## src/rtl/pc_sequencer_if.sv

```systemverilog
// Bus between the D-stage decode / hazard unit (master) and the IF-stage PC sequencer (slave).
// fetch_valid qualifies pc: the IM word at pc is a new fetch exactly in cycles where fetch_valid=1; there is no ready, the IM always accepts.
interface pc_sequencer_if;
    logic        stall;
    logic        halt;
    logic [1:0]  npc_sel;
    logic        br_taken;
    logic [31:0] d_pc;
    logic [25:0] d_imm;
    logic [31:0] d_rs;
    logic [31:0] pc;
    logic        fetch_valid;
    logic        redirect;
    logic [31:0] link_addr;
    logic        halted;

    modport master (
        output stall, halt, npc_sel, br_taken, d_pc, d_imm, d_rs,
        input  pc, fetch_valid, redirect, link_addr, halted
    );

    modport slave (
        input  stall, halt, npc_sel, br_taken, d_pc, d_imm, d_rs,
        output pc, fetch_valid, redirect, link_addr, halted
    );
endinterface

```

## src/rtl/pc_sequencer.sv

```systemverilog
// IF-stage program-counter controller: boot, sequential/branch/jump/jr redirect, stall and halt.
// Optional PC_PERF_CNT_EN adds cycle_cnt and fetch_cnt performance counters.
module pc_sequencer #(
    parameter logic [31:0] RESET_PC = 32'h0000_3000
) (
    input  logic               clk,
    input  logic               reset,
    pc_sequencer_if.slave      bus,
    output logic [1:0]         dbg_state
`ifdef PC_PERF_CNT_EN
    ,
    output logic [31:0]        cycle_cnt,
    output logic [31:0]        fetch_cnt
`endif
);

    typedef enum logic [1:0] {BOOT, RUN, STALLED, HALTED} state_t;

    state_t      state;
    logic [31:0] pc_q;
    logic        fetch_valid_q;
    logic        halted_q;
    logic        active;
    logic        redirect;
    logic [31:0] br_target;
    logic [31:0] jump_target;
    logic [31:0] target;

    assign active      = (state == RUN) || (state == STALLED);
    assign br_target   = bus.d_pc + 32'd4 + {{14{bus.d_imm[15]}}, bus.d_imm[15:0], 2'b00};
    assign jump_target = {bus.d_pc[31:28], bus.d_imm, 2'b00};
    assign redirect    = active && !bus.stall && !bus.halt &&
                         (bus.npc_sel[1] || (bus.npc_sel == 2'b01 && bus.br_taken));

    // Only consulted when redirect is high, so the not-taken branch falls to the default.
    always_comb begin
        target = pc_q + 32'd4;
        case (bus.npc_sel)
            2'b01:   target = br_target;
            2'b10:   target = jump_target;
            2'b11:   target = bus.d_rs;
            default: target = pc_q + 32'd4;
        endcase
    end

    always_ff @(posedge clk) begin
        if (reset) begin
            state         <= BOOT;
            pc_q          <= RESET_PC;
            fetch_valid_q <= 1'b0;
            halted_q      <= 1'b0;
        end else begin
            case (state)
                BOOT: begin
                    state         <= RUN;
                    fetch_valid_q <= 1'b1;
                end
                RUN, STALLED: begin
                    if (bus.stall) begin
                        state         <= STALLED;
                        fetch_valid_q <= 1'b0;
                    end else if (bus.halt) begin
                        state         <= HALTED;
                        fetch_valid_q <= 1'b0;
                        halted_q      <= 1'b1;
                    end else begin
                        state         <= RUN;
                        fetch_valid_q <= 1'b1;
                        pc_q          <= redirect ? target : pc_q + 32'd4;
                    end
                end
                default: begin
                end
            endcase
        end
    end

`ifdef PC_PERF_CNT_EN
    always_ff @(posedge clk) begin
        if (reset) begin
            cycle_cnt <= 32'd0;
            fetch_cnt <= 32'd0;
        end else begin
            if (active)
                cycle_cnt <= cycle_cnt + 32'd1;
            if (fetch_valid_q)
                fetch_cnt <= fetch_cnt + 32'd1;
        end
    end
`endif

    assign bus.pc          = pc_q;
    assign bus.fetch_valid = fetch_valid_q;
    assign bus.halted      = halted_q;
    assign bus.redirect    = redirect;
    assign bus.link_addr   = bus.d_pc + 32'd8;
    assign dbg_state       = state;

endmodule

```

## src/flat_wrapper.sv

```systemverilog
// flat-port wrapper written by rule: the top's interface ports become plain ports
module pc_sequencer_flat 
#(
    parameter logic [31:0] RESET_PC = 32'h0000_3000
)
  (clk, reset, dbg_state, bus_stall, bus_halt, bus_npc_sel, bus_br_taken, bus_d_pc, bus_d_imm, bus_d_rs, bus_pc, bus_fetch_valid, bus_redirect, bus_link_addr, bus_halted);
  pc_sequencer_if bus_i ();
  input  logic clk;
  input  logic reset;
  output logic [1:0] dbg_state;
  input wire logic [$bits(bus_i.stall)-1:0] bus_stall;
  input wire logic [$bits(bus_i.halt)-1:0] bus_halt;
  input wire logic [$bits(bus_i.npc_sel)-1:0] bus_npc_sel;
  input wire logic [$bits(bus_i.br_taken)-1:0] bus_br_taken;
  input wire logic [$bits(bus_i.d_pc)-1:0] bus_d_pc;
  input wire logic [$bits(bus_i.d_imm)-1:0] bus_d_imm;
  input wire logic [$bits(bus_i.d_rs)-1:0] bus_d_rs;
  output wire logic [$bits(bus_i.pc)-1:0] bus_pc;
  output wire logic [$bits(bus_i.fetch_valid)-1:0] bus_fetch_valid;
  output wire logic [$bits(bus_i.redirect)-1:0] bus_redirect;
  output wire logic [$bits(bus_i.link_addr)-1:0] bus_link_addr;
  output wire logic [$bits(bus_i.halted)-1:0] bus_halted;
  assign bus_i.stall = bus_stall;
  assign bus_i.halt = bus_halt;
  assign bus_i.npc_sel = bus_npc_sel;
  assign bus_i.br_taken = bus_br_taken;
  assign bus_i.d_pc = bus_d_pc;
  assign bus_i.d_imm = bus_d_imm;
  assign bus_i.d_rs = bus_d_rs;
  assign bus_pc = bus_i.pc;
  assign bus_fetch_valid = bus_i.fetch_valid;
  assign bus_redirect = bus_i.redirect;
  assign bus_link_addr = bus_i.link_addr;
  assign bus_halted = bus_i.halted;
  pc_sequencer #(.RESET_PC(RESET_PC)) u_core (.clk(clk), .reset(reset), .bus(bus_i), .dbg_state(dbg_state));
endmodule
```

## config.mk

```make
export PLATFORM = sky130hd
export DESIGN_NAME = pc_sequencer_flat
export DESIGN_NICKNAME = d
export VERILOG_FILES = /design/src/rtl/pc_sequencer_if.sv /design/src/rtl/pc_sequencer.sv /design/src/flat_wrapper.sv
export SDC_FILE = /design/constraint.sdc
export NUM_CORES = 1
export LEC_CHECK = 0
export BUFFER_PORTS_ARGS = -buffer_cell sky130_fd_sc_hd__buf_2
export CORE_AREA = 8 8 118 120
export CTS_CLUSTER_DIAMETER = 120
export DETAILED_ROUTE_END_ITERATION = 10
export DIE_AREA = 0 0 126 128
export PLACE_DENSITY = 0.75
export SYNTH_ARGS = -nofsm -noshare
export SYNTH_HDL_FRONTEND = slang
export SYNTH_SLANG_ARGS = --single-unit
```

## constraint.sdc

```tcl
create_clock -name clk -period 3 [get_ports clk]
set_input_delay 0.15 -clock clk [delete_from_list [all_inputs] [get_ports clk]]
set_output_delay 0.15 -clock clk [all_outputs]
set_load 0.02 [all_outputs]
```

## Word-level counts from Yosys, hierarchy flattened

Cells that the tools add are included.

| cells by class | value |
|---|---|
| eq/ne operators | 5 |
| reductions and logical operators | 13 |
| multiplexer cells | 8 |
| bitwise operators | 2 |
| $add $sub $neg | 4 |

Operators by type and width:

| cell | number |
|---|---|
| one-hot mux 32 bit (3 select lines) | 1 |
| adder 32 x 3 -> 32 bit (second input constant) | 2 |
| adder 32 bit | 1 |
| adder 32 x 4 -> 32 bit (second input constant) | 1 |
| 2-to-1 mux 32 bit | 1 |
| equality test 2 bit (second input constant) | 3 |
| AND reduction 3 bit | 2 |
| equality test 2 x 1 -> 1 bit (second input constant) | 2 |
| logical AND 1 bit | 4 |
| 2-to-1 mux 2 bit | 2 |
| one-hot mux 2 bit (2 select lines) | 1 |
| zero test 1 bit | 2 |
| zero test 2 bit | 1 |
| logical OR 1 bit | 2 |
| 2-to-1 mux 1 bit | 2 |
| NOT 1 bit | 2 |
| one-hot mux 1 bit (2 select lines) | 1 |
| nonzero test 2 bit | 1 |
| OR reduction 2 bit | 1 |

| word-level totals | value |
|---|---|
| flip-flop bits (word level) | 36 |
| output and inout bits | 69 |

## Logic depth before layout (Yosys ltp)

| depth | value |
|---|---|
| word-level depth | 6 |
| mapped depth | 14 |

## Worst setup path before layout

No wires, ideal clock.

| timing | value |
|---|---|
| path kind | input port to flip-flop |
| start | in bus_d_imm[1] |
| end | reg u_core.pc_q[29], in the netlist u_core.bus.pc[29] |
| path slack | 0.349 ns |
| stages | 12 |
| library setup time | 0.062 ns |
| arrival time | 2.589 ns |
| cells stage by stage | ha_1 > ha_1 > inv_1 > fa_1 > nor2b_1 > o2111ai_1 > nand2_1 > a41oi_4 > o21ai_2 > a311o_1 > or4_1 > nand3_1 |

| between the ends | value |
|---|---|
| word-level cells in the longest chain between the ends | 3 |

RTL lines:

| element | line | text |
|---|---|---|
| start, declared | flat_wrapper.sv:16 | `input wire logic [$bits(bus_i.d_imm)-1:0] bus_d_imm;` |
| adder 32 bit | pc_sequencer.sv:30 | `assign br_target = bus.d_pc + 32'd4 + {{14{bus.d_imm[15]}}, bus.d_imm[15:0], 2'b00};` |
| one-hot mux 32 bit (3 select lines) | pc_sequencer.sv:38 | `case (bus.npc_sel)` |
| 2-to-1 mux 32 bit | pc_sequencer.sv:69 | `pc_q <= redirect ? target : pc_q + 32'd4;` |
| end signal, assigned | pc_sequencer.sv:69 |  |
| end, declared | pc_sequencer.sv:20 | `logic [31:0] pc_q;` |

Every way passes these cells.
A chain may end at the register's enable or synchronous reset.

## Final worst setup path

| timing | value |
|---|---|
| start | reg u_core.pc_q[2], in the netlist u_core.bus.pc[2] |
| end | reg u_core.pc_q[28], in the netlist u_core.bus.pc[28] |

| between the ends | value |
|---|---|
| word-level cells in the longest chain between the ends | 3 |

RTL lines:

| element | line |
|---|---|
| adder 32 x 3 -> 32 bit * | n/a |
| one-hot mux 32 bit (3 select lines) | pc_sequencer.sv:38 |
| 2-to-1 mux 32 bit * | pc_sequencer.sv:69 |

Mark *: on every way between the ends. The rest lies on a longest branch, timed or not.

==> results.sh <==
export IMPL_status="complete, no violations"
export IMPL_wl_met2_mm=8.51
export IMPL_reg2reg_to="u_core.bus.pc[28]"
export IMPL_synth_fa_ha_area_share_pct=14.4
export IMPL_slowest_delay_ns=0.61
export IMPL_peakVddDrop_v=0.000235
export IMPL_combinationalPowerShare_pct=50.8
export IMPL_synth_top_family_by_area="compound AO/OA/AOI/OAI gates"
export IMPL_via_count=6424
export IMPL_clk_latency_ns=0.28
export IMPL_synth_flop_cell="dfxtp_1"
export IMPL_path_clk_slew_ns=0.06
export IMPL_cp_buffers_inverters=0
export IMPL_power_frac_clock_pct=23.5
export IMPL_grt_total_usage_pct=22.5
export IMPL_overflow=0
export IMPL_cts_hold_buf=0
export IMPL_drc=0
export IMPL_path_cells="ha_1 -> nand4_1 -> or4_1 -> nor2_8 -> a41oi_1 -> o21ai_0 -> nand3_1 -> nor3_1 -> nor4b_2"
export IMPL_cts_tree="done"
export IMPL_synth_nets=896
export IMPL_top_layer="met4"
export IMPL_seqPwrFrac_pct=25.7
export IMPL_dpl_cell_area_um2=6440
export IMPL_clock_path_buffers=2
export IMPL_r2r_slack_ns=0.22
export IMPL_die_h_um=128
export IMPL_crit_type="flip-flop to flip-flop"
export IMPL_synth_compound_area_share_pct=30.2
export IMPL_critical_path_max_fanout=10
export IMPL_max_freq_ghz=0.360
export IMPL_wl_met3_mm=1.43
export IMPL_hpwlAfterDp_mm=15.1
export IMPL_syn_inst=738
export IMPL_synth_top_cell_by_area="ha_1"
export IMPL_start_kind="flip-flop"
export IMPL_switching_share_pct=42.0
export IMPL_area_growth_pct=23.4
export IMPL_yosys_area_share_xor_xnor_pct=6.40
export IMPL_intPower_uw=1280
export IMPL_antenna_found_initial=3
export IMPL_dieArea_um2=16100
export IMPL_htreeDepth=2
export IMPL_slowest_stage="or4_1"
export IMPL_post_place_ws_ns=0.0875
export IMPL_grt_pass1_vias=5986
export IMPL_yosys_warnings=0
export IMPL_synth_edf_count=0
export IMPL_wl_per_cell_um=17.7
export IMPL_ctsResizeCount=0
export IMPL_io_pins=166
export IMPL_reg2reg_from="u_core.bus.pc[2]"
export IMPL_setup_slack_ns=0.221
export IMPL_start_util_pct=43.7
export IMPL_cts_root_buffer="clkbuf_16"
export IMPL_synth_simple_area_share_pct=27.0
export IMPL_rsz0062_at_grt="false"
export IMPL_num_nets_final=1061
export IMPL_hp_start="bus_d_rs[12]"
export IMPL_die_w_um=126
export IMPL_grt_start_max_net_pins=31
export IMPL_tns_ns=0
export IMPL_synth_area_um2=5340
export IMPL_rows=41
export IMPL_core_um2=12200
export IMPL_cts_sinks=36
export IMPL_synth_top_cell_area_share_pct=14.1
export IMPL_maxCapViolations=0
export IMPL_fin_crit_sh_pct=92.6
export IMPL_finalMaxSlewViolations=0
export IMPL_design_area_um2=6590
export IMPL_finalWeightedCongestion=0.930
export IMPL_viasPerCell=6.08
export IMPL_muxShareOfSynthArea_pct=3.98
export IMPL_grt_pass1_wl_mm=30.3
export IMPL_relSlewSlack_pct=52.9
export IMPL_nFillCells=1209
export IMPL_mostFrequentLayoutCell="buf_2"
export IMPL_holdPathEnd="u_core.bus.pc[12]"
export IMPL_async_reset_ff_share_pct=0
export IMPL_syn_area_per_cell_um2=7.24
export IMPL_yosysUniqueCellTypes=74
export IMPL_critPathArrivalTime_ns=2.92
export IMPL_yosys_top_cells_area="ha_1, dfxtp_1, a21oi_1, nand2_1, xnor2_1"
export IMPL_seq_area_frac_synth_pct=13.5
export IMPL_layout_drive_gt1_share_pct=25.4
export IMPL_wl_mm=18.7
export IMPL_crit_path_end_kind="flip-flop"
export IMPL_postCtsSetupRepairBufs=0
export IMPL_period_needed_ns=2.78
export IMPL_detail_route_antenna_nets=0
export IMPL_setup_violations=0
export IMPL_synth_seq_cells=36
export IMPL_final_cell_mix="buf_2, nand2_1, a21oi_1"
export IMPL_port_buffer_count=165
export IMPL_p_per_area_nw_per_um2=334
export IMPL_crit_family="simple AND/OR/NAND/NOR gates"
export IMPL_p_switching_uw=924
export IMPL_r2r_cells=9
export IMPL_tightest_slew_ns=0.707
export IMPL_finalClockSkew_ns=0.00730
export IMPL_cts_made_buffers=5
export IMPL_p_leak_uw=0.00306
export IMPL_hold_class="primary input to flip-flop"
export IMPL_firstDrtPassIters=7
export IMPL_hold_viol=0
export IMPL_drt_iter0_drc=631
export IMPL_wl_met1_mm=8.26
export IMPL_whs_path_depth=3
export IMPL_required_ns=3.14
[per-layer routing]
metal	track usage, %	vias to the layer above
met2	36.8	300
met3	2.70	49
met5	0	-
met4	6.86	0
li1	-	3135
met1	30.3	2940
[tightest hold or removal path, delay by kind of cell]
family	cells	cell delay [ns]
and+or+nand+nor	2	0.16
buffers and inverters	1	0.08
[logic make-up (layout without fill, tap and decap cells)]
group                      after synthesis  after routing
and+or+nand+nor                        276            276
AOI/OAI and AO/OA                      246            246
DFF                                     36             36
other                                    0              3
muxes                                   20             20
xor gates and xnor gates                39             39
adders and majority gates               61             61
buffers and inverters                   60            226
[how the worst max path moves through the flow]
stage,depth (start not counted),from,endpoint
global route,13,bus_d_imm[1],u_core.bus.pc[27]
detailed placement,13,bus_d_imm[1],u_core.bus.pc[29]
floorplan,12,bus_d_imm[1],u_core.bus.pc[29]
finish,9,u_core.bus.pc[2],u_core.bus.pc[28]
CTS,9,u_core.bus.pc[2],u_core.bus.pc[28]
global placement,13,bus_d_imm[1],u_core.bus.pc[29]
[cell type report]
| type | count | area [um2] | share of cell area, % |
|---|---|---|---|
| Antenna cell | 3 | 7.51 | 0.114 |
| Timing Repair Buffer | 196 | 1060 | 16.1 |
| Inverter | 22 | 82.6 | 1.25 |
| Clock buffer | 7 | 133 | 2.01 |
| Tap cell | 150 | 188 | 2.85 |
| Sequential cell | 36 | 721 | 10.9 |
| Multi-Input combinational cell | 642 | 4390 | 66.6 |
| Clock inverter | 1 | 8.76 | 0.133 |
[metrics by stage]
step           power (uW)  utilization, %  cells  hold slack, ns
2_1_floorplan        1290               -    738           0.314
3_3_place_gp         1660            52.7   1046           0.422
3_5_place_dp         1670            52.7   1046           0.424
4_1_cts              2180            53.9   1054           0.139
5_1_grt              2340            54.0   1057           0.168
6_report             2200            54.0   1057           0.135
[state kept, by name, summed over array words and instances (netlist names)]
register                flops
u_core.bus.pc              32
u_core.bus.fetch_valid      1
u_core.dbg_state            2
u_core.bus.halted           1
[power groups by stage]
stage	logic (uW)	registers (uW)	clock network (uW)
after floorplan	679	610	0
after global placement	1080	572	0
after detailed placement	1090	573	0
after CTS	1100	563	516
after global routing	1230	572	535
final	1120	565	518
[cells in the mapped netlist, types with 7 or more instances]
| library cell | instances |
|---|---|
| clkbuf_1 | 27 |
| ha_1 | 60 |
| dfxtp_1 | 36 |
| a21oi_1 | 76 |
| nand3_1 | 43 |
| xor2_1 | 10 |
| xnor2_1 | 29 |
| o211ai_1 | 10 |
| a21o_1 | 21 |
| o21ai_0 | 47 |
| or3_1 | 8 |
| nand4_1 | 15 |
| mux2i_1 | 10 |
| and4_1 | 9 |
| nor2_1 | 49 |
| a31oi_1 | 10 |
| buf_1 | 7 |
| mux2_2 | 10 |
| nand2_1 | 76 |
| and2_1 | 7 |
| nor2b_1 | 7 |
| and3_1 | 18 |
| nor3_1 | 15 |
| inv_1 | 22 |
No activity file was read; power rests on OpenSTA's default activity.
